## config.mk

```make
export PLATFORM = sky130hd
export DESIGN_NAME = card_row_display_flat
export DESIGN_NICKNAME = d
export VERILOG_FILES = /design/src/rtl/card_row_display_if.sv /design/src/rtl/card_row_display.sv /design/src/flat_wrapper.sv
export SDC_FILE = /design/constraint.sdc
export NUM_CORES = 1
export LEC_CHECK = 0
export ABC_AREA = 1
export BUFFER_PORTS_ARGS = -buffer_cell sky130_fd_sc_hd__buf_2
export CAP_MARGIN = 20
export CORE_AREA = 2 2 107 57
export DETAILED_ROUTE_END_ITERATION = 12
export DIE_AREA = 0 0 109 59
export HOLD_SLACK_MARGIN = 0.05
export PLACE_DENSITY = 0.67
export SKIP_CTS_REPAIR_TIMING = 1
export SLEW_MARGIN = 20
export SYNTH_ARGS = -nofsm -noshare
export SYNTH_HDL_FRONTEND = slang
export SYNTH_SLANG_ARGS = --single-unit
```

## constraint.sdc

```tcl
create_clock -name clk -period 1.9 [get_ports clk]
set_input_delay 0.095 -clock clk [delete_from_list [all_inputs] [get_ports clk]]
set_output_delay 0.095 -clock clk [all_outputs]
set_load 0.01 [all_outputs]
```

## src/rtl/card_row_display_if.sv

```systemverilog
// rtl/card_row_display_if.sv - button, pixel-position and colour bundle for card_row_display
interface card_row_display_if #(
  parameter int NUM_SLOTS = 4
);
  localparam int CW = $clog2(NUM_SLOTS);
  localparam int DW = $clog2(NUM_SLOTS + 1);

  logic          bright;
  logic          up;
  logic          down;
  logic          left;
  logic          right;
  logic [9:0]    hCount;
  logic [9:0]    vCount;
  logic [11:0]   rgb;
  logic [11:0]   background;
  logic [CW-1:0] cursor;
  logic [DW-1:0] dealt;

  modport master (
    output bright, up, down, left, right, hCount, vCount,
    input  rgb, background, cursor, dealt
  );

  modport slave (
    input  bright, up, down, left, right, hCount, vCount,
    output rgb, background, cursor, dealt
  );
endinterface

```

## src/rtl/card_row_display.sv

```systemverilog
// rtl/card_row_display.sv - row of card slots with blinking cursor, driven by button edges
module card_row_display #(
  parameter int NUM_SLOTS    = 4,
  parameter int CARD_W       = 75,
  parameter int CARD_H       = 75,
  parameter int SLOT_X0      = 225,
  parameter int SLOT_PITCH   = 100,
  parameter int SLOT_Y       = 350,
  parameter int BORDER       = 3,
  parameter int BLINK_FRAMES = 30
) (
  input  logic               clk,
  input  logic               rst,
  card_row_display_if.slave  bus
);
  localparam int CW = $clog2(NUM_SLOTS);
  localparam int DW = $clog2(NUM_SLOTS + 1);
  localparam int FW = (BLINK_FRAMES > 1) ? $clog2(BLINK_FRAMES) : 1;

  typedef enum logic [1:0] {EMPTY = 2'd0, FACE_DOWN = 2'd1, FACE_UP = 2'd2} slot_t;

  slot_t         slot_q [NUM_SLOTS];
  logic [CW-1:0] cursor_q;
  logic [DW-1:0] dealt_q;
  logic [3:0]    btn, btn_prev, btn_edge;
  logic          up_e, down_e, left_e, right_e;
  logic          clear, deal, flip, move_l, move_r, sel_face_down;
  logic          origin, origin_prev, tick;
  logic [FW-1:0] frame_q;
  logic          blink_q;
  logic [11:0]   pix_color, rgb_q;

  assign btn      = {bus.up, bus.down, bus.left, bus.right};
  assign btn_edge = btn & ~btn_prev;
  assign up_e     = btn_edge[3];
  assign down_e   = btn_edge[2];
  assign left_e   = btn_edge[1];
  assign right_e  = btn_edge[0];

  always_comb begin
    sel_face_down = 1'b0;
    for (int i = 0; i < NUM_SLOTS; i++)
      if (cursor_q == CW'(i) && slot_q[i] == FACE_DOWN) sel_face_down = 1'b1;
  end

  // up+down together is a clear and swallows every other action that cycle
  assign clear  = up_e & down_e;
  assign deal   = down_e & ~up_e & (dealt_q < DW'(NUM_SLOTS));
  assign flip   = up_e & ~down_e & sel_face_down;
  assign move_l = ~clear & left_e & ~right_e;
  assign move_r = ~clear & right_e & ~left_e;

  always_ff @(posedge clk or posedge rst) begin
    if (rst) begin
      for (int i = 0; i < NUM_SLOTS; i++) slot_q[i] <= EMPTY;
      cursor_q <= '0;
      dealt_q  <= '0;
      btn_prev <= '0;
    end else begin
      btn_prev <= btn;
      if (clear) begin
        for (int i = 0; i < NUM_SLOTS; i++) slot_q[i] <= EMPTY;
        cursor_q <= '0;
        dealt_q  <= '0;
      end else begin
        for (int i = 0; i < NUM_SLOTS; i++) begin
          if (deal && dealt_q == DW'(i)) slot_q[i] <= FACE_DOWN;
          if (flip && cursor_q == CW'(i)) slot_q[i] <= FACE_UP;
        end
        if (deal) dealt_q <= dealt_q + DW'(1);
        if (move_l)
          cursor_q <= (cursor_q == '0) ? CW'(NUM_SLOTS - 1) : cursor_q - CW'(1);
        else if (move_r)
          cursor_q <= (cursor_q == CW'(NUM_SLOTS - 1)) ? '0 : cursor_q + CW'(1);
      end
    end
  end

  // Edge of the origin pixel, so a slow pixel enable still yields one tick per frame
  assign origin = (bus.hCount == 10'd0) && (bus.vCount == 10'd0);
  assign tick   = origin & ~origin_prev;

  always_ff @(posedge clk or posedge rst) begin
    if (rst) begin
      origin_prev <= 1'b0;
      frame_q     <= '0;
      blink_q     <= 1'b1;
    end else begin
      origin_prev <= origin;
      if (tick) begin
        if (frame_q == FW'(BLINK_FRAMES - 1)) begin
          frame_q <= '0;
          blink_q <= ~blink_q;
        end else begin
          frame_q <= frame_q + FW'(1);
        end
      end
    end
  end

  int   hx, vy, x0;
  logic hit_up, hit_down, hit_border, in_card, in_border;

  // Integer compares: rectangles running past column 1023 simply never match
  always_comb begin
    hx         = int'(bus.hCount);
    vy         = int'(bus.vCount);
    x0         = 0;
    in_card    = 1'b0;
    in_border  = 1'b0;
    hit_up     = 1'b0;
    hit_down   = 1'b0;
    hit_border = 1'b0;
    for (int i = 0; i < NUM_SLOTS; i++) begin
      x0        = SLOT_X0 + i * SLOT_PITCH;
      in_card   = (hx >= x0) && (hx < x0 + CARD_W) &&
                  (vy >= SLOT_Y) && (vy < SLOT_Y + CARD_H);
      in_border = (hx >= x0 - BORDER) && (hx < x0 + CARD_W + BORDER) &&
                  (vy >= SLOT_Y - BORDER) && (vy < SLOT_Y + CARD_H + BORDER);
      if (in_card && slot_q[i] == FACE_UP)   hit_up   = 1'b1;
      if (in_card && slot_q[i] == FACE_DOWN) hit_down = 1'b1;
      if (in_border && !in_card && cursor_q == CW'(i)) hit_border = 1'b1;
    end
    if (hit_up)                     pix_color = 12'hFFF;
    else if (hit_down)              pix_color = 12'h00F;
    else if (hit_border && blink_q) pix_color = 12'hFF0;
    else                            pix_color = 12'h0F0;
  end

  always_ff @(posedge clk or posedge rst) begin
    if (rst) rgb_q <= 12'h000;
    else     rgb_q <= bus.bright ? pix_color : 12'h000;
  end

  assign bus.rgb        = rgb_q;
  assign bus.background = 12'h0F0;
  assign bus.cursor     = cursor_q;
  assign bus.dealt      = dealt_q;
endmodule
```

## src/flat_wrapper.sv

```systemverilog
// flat-port wrapper written by rule: the top's interface ports become plain ports
module card_row_display_flat 
#(
  parameter int NUM_SLOTS    = 4,
  parameter int CARD_W       = 75,
  parameter int CARD_H       = 75,
  parameter int SLOT_X0      = 225,
  parameter int SLOT_PITCH   = 100,
  parameter int SLOT_Y       = 350,
  parameter int BORDER       = 3,
  parameter int BLINK_FRAMES = 30
)
  (clk, rst, bus_bright, bus_up, bus_down, bus_left, bus_right, bus_hCount, bus_vCount, bus_rgb, bus_background, bus_cursor, bus_dealt);
  card_row_display_if #(.NUM_SLOTS(NUM_SLOTS)) bus_i ();
  input  logic clk;
  input  logic rst;
  input wire logic [$bits(bus_i.bright)-1:0] bus_bright;
  input wire logic [$bits(bus_i.up)-1:0] bus_up;
  input wire logic [$bits(bus_i.down)-1:0] bus_down;
  input wire logic [$bits(bus_i.left)-1:0] bus_left;
  input wire logic [$bits(bus_i.right)-1:0] bus_right;
  input wire logic [$bits(bus_i.hCount)-1:0] bus_hCount;
  input wire logic [$bits(bus_i.vCount)-1:0] bus_vCount;
  output wire logic [$bits(bus_i.rgb)-1:0] bus_rgb;
  output wire logic [$bits(bus_i.background)-1:0] bus_background;
  output wire logic [$bits(bus_i.cursor)-1:0] bus_cursor;
  output wire logic [$bits(bus_i.dealt)-1:0] bus_dealt;
  assign bus_i.bright = bus_bright;
  assign bus_i.up = bus_up;
  assign bus_i.down = bus_down;
  assign bus_i.left = bus_left;
  assign bus_i.right = bus_right;
  assign bus_i.hCount = bus_hCount;
  assign bus_i.vCount = bus_vCount;
  assign bus_rgb = bus_i.rgb;
  assign bus_background = bus_i.background;
  assign bus_cursor = bus_i.cursor;
  assign bus_dealt = bus_i.dealt;
  card_row_display #(.NUM_SLOTS(NUM_SLOTS), .CARD_W(CARD_W), .CARD_H(CARD_H), .SLOT_X0(SLOT_X0), .SLOT_PITCH(SLOT_PITCH), .SLOT_Y(SLOT_Y), .BORDER(BORDER), .BLINK_FRAMES(BLINK_FRAMES)) u_core (.clk(clk), .rst(rst), .bus(bus_i));
endmodule
```

==> results_dict.tcl <==
set metrics [dict create \
    status "finished clean" \
    start_util 0.445 \
    via_count 2240 \
    avgSynthCellArea_um2 6.73 \
    cts_sinks 27 \
    nets 439 \
    gp_congestion 0.850 \
    start_kind "flip-flop" \
    required_ps 2060 \
    clkSlewWorstSetupHoldPaths_ps 100 \
    tns_ps 0 \
    max_freq_mhz 573 \
    cp_max_fo 4 \
    ant_nets 0 \
    maxCapViolCount 0 \
    wl_mm 5.09 \
    die_area_um2 6430 \
    power_mw 1.91 \
    final_cells 473 \
    core-area_um2 5400 \
    cts_max_level 1 \
    synth.cell_area_um2 2400 \
    insertedDiodeCount 0 \
    netlist.area_leader.share 0.271 \
    io_pins 56 \
    portBuffers 43 \
    hold_class "input pin to flip-flop" \
    synth_warnings 0 \
    routedWlPerCell_um 10.8 \
    dr.first_iter.drc_count 146 \
    gr-total-overflow 0 \
    finalSetupViolations 0 \
    grt_util_all_layers 0.161 \
    die_height_um 59 \
    grt_pass1_wl_mm 8.35 \
    die_x_um 109 \
    setup_ws_ps 155 \
    cts_buffer_depth 2 \
    grt_pass1_vias 1976 \
    syn-instance-count 357 \
    seq_area_frac_synth 0.282 \
    ctsRootBufferMaster "clkbuf_8" \
    cts_tree "built" \
    fin_crit_sh 0.919 \
    hpwl_mm 4.15 \
    powerDensity_nw_per_um2 708 \
    worstSetupPathType "flip-flop to flip-flop" \
    placed_cells_incl_taps 461 \
    place_ws_ps 23.9 \
    yosys.area.top_type "dfrtp_1" \
    hold_viol_final 0 \
    grt_max_degree 28 \
    arrival_ps 1910 \
    clk_latency_ps 270 \
    synthTopCellsByArea "dfrtp_1 27%, nand2_1 13%, inv_1 8.9%, nor2_1 7.0%, buf_4 6.9%" \
    first_pass_iters 4 \
    period_needed_ps 1750 \
    cts_made_buffers 3 \
    drv_slew 0 \
    rows 19 \
    synth_seq_cells 27 \
    power_leakage_nw 1.44 \
    rsz0062_at_grt "no" \
    fin_worst_skew_ps 7.35 \
    vias_per_cell 4.74 \
    drc_errors 0 \
    end_kind "flip-flop" \
    drive_above_1_share 0.203 \
    yosysUniqueCellTypes 39 \
    final_util 0.501 \
    antenna_found_initial 0 \
    syn_to_final_growth_pct 12.6 \
    vdd_drop_max_uv 351 \
]
[where the power goes]
part,total [mW],leakage [nW],internal (mW),switching [mW]
clock network,0.324,0.0217,0.149,0.176
registers,0.786,0.339,0.693,0.0929
logic,0.803,1.07,0.337,0.466
total,1.91,1.44,1.18,0.735
[area by class of cell]
type                    instances  area, um2
inverters                      61        230
repair buffers                 54        310
multi-input cells             254       1350
well taps                      73       91.3
clock buffers                   3       41.3
clock inverters                 1       7.51
fillers                       551       2690
flip-flops and latches         27        677
[cell families (layout without fill, tap and decap cells)]
| family | Yosys count | after routing | synth area share |
|---|---|---|---|
| adders and majority gates | 11 | 11 | 0.0573 |
| AOI/OAI and AO/OA | 46 | 46 | 0.118 |
| other | 2 | 12 | 0.00313 |
| xor gates and xnor gates | 4 | 4 | 0.0146 |
| buffers and inverters | 86 | 119 | 0.176 |
| and+or+nand+nor | 181 | 181 | 0.349 |
| DFF | 27 | 27 | 0.282 |
[cell usage after synthesis]
cell type,instances
o21ai_1,5
clkinv_1,1
nor2_4,4
nor2_1,45
nor3b_2,1
nand3_2,1
o31ai_1,2
a211oi_1,1
clkinv_2,1
nand4_1,3
o21ai_0,13
or2_2,1
a22o_1,1
conb_1,2
buf_2,1
a21boi_1,1
nor2_8,1
a21oi_2,4
dfrtp_1,26
o21bai_1,1
nor3_2,1
inv_2,2
nand3_1,27
nand3b_1,2
nor2_2,4
nand2_2,3
nand2_1,83
a21oi_1,8
o21a_1,2
o22ai_1,3
o211ai_1,5
buf_4,22
nor4_4,1
inv_1,57
nor3_1,4
xor2_1,4
dfstp_2,1
buf_6,2
ha_1,11
[registers in the layout, summed over array words and instances (netlist names)]
signal and count:
u_core.bus.cursor 2, u_core.origin_prev 1, u_core.slot_q 8, u_core.frame_q 5
u_core.btn_prev 4, u_core.bus.dealt 3, u_core.bus.rgb 3, u_core.blink_q 1
[layout by cell type (no fill, tap or decap), types with 8 or more instances in the layout]
master and n:
nand2_1 83, inv_1 56, nor2_1 45, buf_2 43
nand3_1 27, dfrtp_1 26, o21ai_0 13, conb_1 12
ha_1 10, a21oi_1 8
[per-stage QoR]
step | area (um2) | hold WS (ps)
3_3_place_gp | 2570 | 171
6_report | 2700 | 66.3
2_1_floorplan | 2440 | 126
4_1_cts | 2620 | -124
3_5_place_dp | 2570 | 179
5_1_grt | 2700 | 63.2
[worst paths after layout]
| check | cells past startpoint | end | slack [ps] | start |
|---|---|---|---|---|
| max | 9 | u_core.slot_q[4] | 150 | u_core.bus.cursor[0] |
| min | 3 | u_core.bus.rgb[7] | 70 | bus_bright |
| max reg2reg | 9 | u_core.slot_q[4] | 150 | u_core.bus.cursor[0] |
| min reg2reg | 2 | u_core.slot_q[0] | 530 | u_core.slot_q[0] |
| max in group asynchronous | 4 | u_core.blink_q | 1180 | rst |
| min in group asynchronous | 4 | u_core.btn_prev[3] | 420 | rst |
[worst max-delay path, stage by stage, from the launching register on]
cell	delay [ps]
dfrtp_1	430
inv_2	100
ha_2	190
inv_1	60
o22ai_1	170
a21oi_1	80
a211oi_2	340
nand2_1	130
o211ai_1	100
inv_1	50
[metal layers]
| layer | GRT usage | wire length, um | vias to the layer above |
|---|---|---|---|
| li1 | - | - | 1172 |
| met1 | 0.224 | 2480 | 999 |
| met2 | 0.275 | 2330 | 67 |
| met3 | 0.0176 | 253 | 2 |
| met4 | 0.0330 | 27 | 0 |
| met5 | 0 | 0 | - |
(Power assumes the default switching activity.)
